### src/rtl/seq_checker_pkg.sv
// Shared types and default parameters for the sequence checker.
// The optional timeout is enabled with the CHECKER_TIMEOUT_EN macro.
package seq_checker_pkg;

  localparam int DEF_IN_W    = 10;
  localparam int DEF_DEPTH   = 11;
  localparam int DEF_CNT_W   = 8;
  localparam int DEF_TIMEOUT = 16;

  typedef enum logic [1:0] {
    ST_IDLE = 2'd0,
    ST_RUN  = 2'd1,
    ST_PASS = 2'd2,
    ST_FAIL = 2'd3
  } state_e;

  typedef enum logic {
    MODE_WAIT   = 1'b0,
    MODE_STRICT = 1'b1
  } mode_e;

endpackage

### src/rtl/seq_checker_ptab.sv
// Pattern table: per-entry expected value and compare mask, plus the masked
// match of the monitored vector against the entry selected by rd_idx.
module seq_checker_ptab
  import seq_checker_pkg::*;
#(
  parameter int IN_W  = DEF_IN_W,
  parameter int DEPTH = DEF_DEPTH,
  parameter int AW    = $clog2(DEPTH)
) (
  input  logic            clk,
  input  logic            rst,
  input  logic            we,
  input  logic [AW-1:0]   addr,
  input  logic [IN_W-1:0] val,
  input  logic [IN_W-1:0] mask,
  input  logic [AW-1:0]   rd_idx,
  input  logic [IN_W-1:0] x,
  output logic            match
);

  logic [IN_W-1:0] r_val  [DEPTH];
  logic [IN_W-1:0] r_mask [DEPTH];
  logic            w_rd_ok;

  // NOTE: the table is reset explicitly because a zero mask (match-anything) after reset is observable behaviour.
  always_ff @(negedge clk or posedge rst) begin
    if (rst) begin
      for (int i = 0; i < DEPTH; i++) begin
        r_val[i]  <= '0;
        r_mask[i] <= '0;
      end
    end else if (we && (int'(addr) < DEPTH)) begin
      r_val[addr]  <= val;
      r_mask[addr] <= mask;
    end
  end

  assign w_rd_ok = (int'(rd_idx) < DEPTH);
  assign match   = w_rd_ok &&
                   ((x & r_mask[rd_idx]) == (r_val[rd_idx] & r_mask[rd_idx]));

endmodule

### config.mk
export PLATFORM = sky130hd
export DESIGN_NAME = seq_checker_ptab
export DESIGN_NICKNAME = d
export VERILOG_FILES = /design/src/rtl/seq_checker_pkg.sv /design/src/rtl/seq_checker_ptab.sv
export SDC_FILE = /design/constraint.sdc
export NUM_CORES = 1
export LEC_CHECK = 0
export CORE_MARGIN = 2
export CORE_UTILIZATION = 55
export DETAILED_ROUTE_END_ITERATION = 16
export GPL_ROUTABILITY_DRIVEN = 0
export HOLD_SLACK_MARGIN = 0.1
export PLACE_DENSITY = 0.73
export SYNTH_ARGS = -nofsm -noshare
export SYNTH_HDL_FRONTEND = slang
export SYNTH_SLANG_ARGS = --single-unit
### constraint.sdc
create_clock -name clk -period 8.3 [get_ports clk]
set_clock_uncertainty 0.1 [all_clocks]
set_input_delay 1.66 -clock clk [delete_from_list [all_inputs] [get_ports clk]]
set_output_delay 1.66 -clock clk [all_outputs]
set_load 0.01 [all_outputs]
Word level (Yosys, flattened, before mapping)
Index checks and enable logic that the tools add are counted.
{"block": "classes", "n_lt_le_gt_ge": 5, "eq_ne": 1, "muxes": 10, "n_bitwise": 4, "reduce_logical": 3}
{"cell": "$bwmux W110", "n": 2}
{"cell": "$bmux W10 S4", "n": 2}
{"cell": "$mux W10", "n": 5}
{"cell": "$demux W10 S4", "n": 1}
{"cell": "$and A10 B10 Y10", "n": 2}
{"cell": "$eq A10 B10 Y1", "n": 1}
{"cell": "$ge A5 B5 Y1 const B", "n": 2}
{"cell": "$not A4 Y5", "n": 2}
{"cell": "$lt A4 B4 Y1 const B", "n": 2}
{"cell": "$lt A5 B1 Y1 const B", "n": 1}
{"cell": "$logic_and A1 B1 Y1", "n": 3}
{"block": "totals", "reg_bits": 220, "in_bits": 41, "output_inout_bits": 1}

Depth between registers and ports, before layout
{"block": "logic_depth", "word_depth": 7, "ltp_mapped": 11, "ltp_nobuf": 7}

==> metrics <==
Hold WC Path Type reg2reg; Total Routing Usage GR 0.2535; Max Slew Vio Count 0; hold bufs inserted after CTS 0; CTS Buf Count 24; Iter 0 DRT Violations 377; chip width approximately 140 um; area leader, netlist dfrtn_1; Syn Area/Cell 14.31 um2; reg2reg setup slack between 7 and 8 ns; Post-synth ARST share 1.000; Worst setup SP type flop; P_leak 5.024 nW; post-route cell area 11770 um2; Seq/Total Area, Yosys 0.5344; Die Ht 140.9 um; post-synth cell types 46; Cell Area, Placed 10980 um2; PwrDens 257.8 nW/um2; Max-slew headroom 0.2780; Worst-Margin Slew 1.081 ns; Final nets 784; Layout Utilization 0.6353; Syn Inst Count 720; Post-Place Setup Slack -0.1019 ns; initial antenna violation count 0; total gr overflow 0; worst r2r dst r_val[78]$_DFFE_NP0P_; Reg2Reg Depth 2; most common cell after layout, fill and taps aside mux2_2; r2r startpoint r_val[78]$_DFFE_NP0P_; Yosys Warn Count 0; Worst-path clk slew 0.04 ns; WS Path Type reg2out; non-filler cells, final 991; WHS Endpoint r_val[100]$_DFFE_NP0P_; predominant post-synthesis flop cell dfrtn_1; TritonCTS clock tree built; register area 5505 um2; vias 6182; number of global-route vias before repair 6788; Post-Route WL 24.34 mm; WL/cell between 20 and 25 um; hold slack 0.3479 ns; CTS Root Cell clkbuf_16; required time of the critical path 6.54 ns; largest net degree at the start of global routing roughly 70; placed cell count 950; port bufs 41; area delta synth->final 14.20%; Row Count 50; max-cap viol count 0; Longest Clk Path Bufs 3; Core ar. about 19000 um2; Fillers 1351; Synth Register Bits 220; n_diodes 0; crit-path max FO 2; synth top area cells dfrtn_1 53%, mux2_2 25%, mux4_2 5.5%, mux2i_1 3.0%, mux4_1 1.5%; fin worst setup slack -0.1560 ns; Synth top area share 0.5344; Setup TNS -0.1560 ns; antenna-violating nets left 0; Post-DP HPWL 14.28 mm; Post-Synthesis Cell Area 10300 um2; number of synthesized flops with an enable pin 0; critical path arrival 6.70 ns; Starting Density 0.5564; unrepaired setup endpoints after global routing yes; Vias/cell 6.238; DIE AREA 19840 um2; Worst Hold Depth 1; DRC errors left 0; # IOs 42; endpoint type of the worst setup path primary output; endpoints failing hold 0; Hold Crit Start r_val[100]$_DFFE_NP0P_; status finished, violations left; final setup fails 1; Pre-Repair DR Iteration Count 4; fraction of layout cells with a size suffix above 1 0.4359; CTS HTree Levels 1; Synth Net Count 761; Power, Total 3.033 mW; area of the multi-input gates 4532 um2; failing checks setup timing; clock latency on the worst-skew pair 0.51 ns; first-pass GRT wire length 38.52 mm; Peak VDD IR 183.4 uV; Sink Count 220; most frequent cells in the layout 230 x mux2_2, 220 x dfrtn_1, 38 x clkdlybuf4s50_1
what timing repair did:
item / in CTS / in global routing
gates resized for setup: 14 / 3
endpoints found under the hold margin: 0 / 0
setup buffers: 1 / 0
pin swaps: 8 / 4
setup endpoints to repair: 1 / 1
layout make-up:
class,instances,area share
clock buffer,39,0.06190
timing repair buffer,63,0.05902
inverter,1,0.0006381
multi-input combinational,433,0.3852
sequential,220,0.4679
tap,234,0.02489
clock inverter,1,0.0004254
worst max-delay path, stage by stage, from the launching register on:
cell     delay [ns]
dfrtn_1        0.34
mux4_2         0.48
a22oi_2        0.17
o21ai_1        0.11
xnor2_1        0.26
o32ai_2        0.12
nor4_2         0.29
buf_4          0.17
buf_6          0.09
cells by family after synthesis:
family,Yosys count,share of synthesized area
buffers and inverters,67,0.03133
and+or+nand+nor,67,0.03072
AOI/OAI and AO/OA,65,0.04445
xor gates and xnor gates,9,0.007651
muxes,292,0.3515
DFF,220,0.5344
synthesized netlist by cell type (all sizes together) (5+ instances only):
cell type    n
nand2       23
xnor2        5
buf         25
nor2        20
mux4        31
o2bb2ai      6
a21oi       16
nor2b        9
a211oi       5
clkbuf      41
dfrtn      220
mux2i       31
o21ai       10
mux2       230
layer usage:
| layer | track usage | wire [um] | up-vias |
|---|---|---|---|
| li1 | - | - | 2681 |
| met5 | 0 | 0 | - |
| met4 | 0.07368 | 568 | 0 |
| met1 | 0.3473 | 10570 | 3282 |
| met2 | 0.4267 | 12030 | 170 |
| met3 | 0.03736 | 1176 | 49 |
worst max-delay path by stage:
stage / from / endpoint / slack [ns] / cells past startpoint
after CTS: r_val[108]$_DFFE_NP0P_ / match / -0.21 / 8
after global placement: r_val[38]$_DFFE_NP0P_ / match / -0.04 / 8
after floorplan: rst / r_mask[0]$_DFFE_NP0P_ / -0.34 / 1
after detailed placement: r_val[52]$_DFFE_NP0P_ / match / -0.10 / 9
after global routing: r_val[38]$_DFFE_NP0P_ / match / -0.29 / 8
final: r_val[38]$_DFFE_NP0P_ / match / -0.16 / 8
flip-flops by register name, indices dropped and copies added, names as in the netlist:
name	cells
r_mask	110
r_val	110
power breakdown:
group	internal [mW]	switching (mW)
registers	1.35	0.127
clock network	0.593	0.405
logic	0.339	0.223
(Power assumes the default switching activity.)
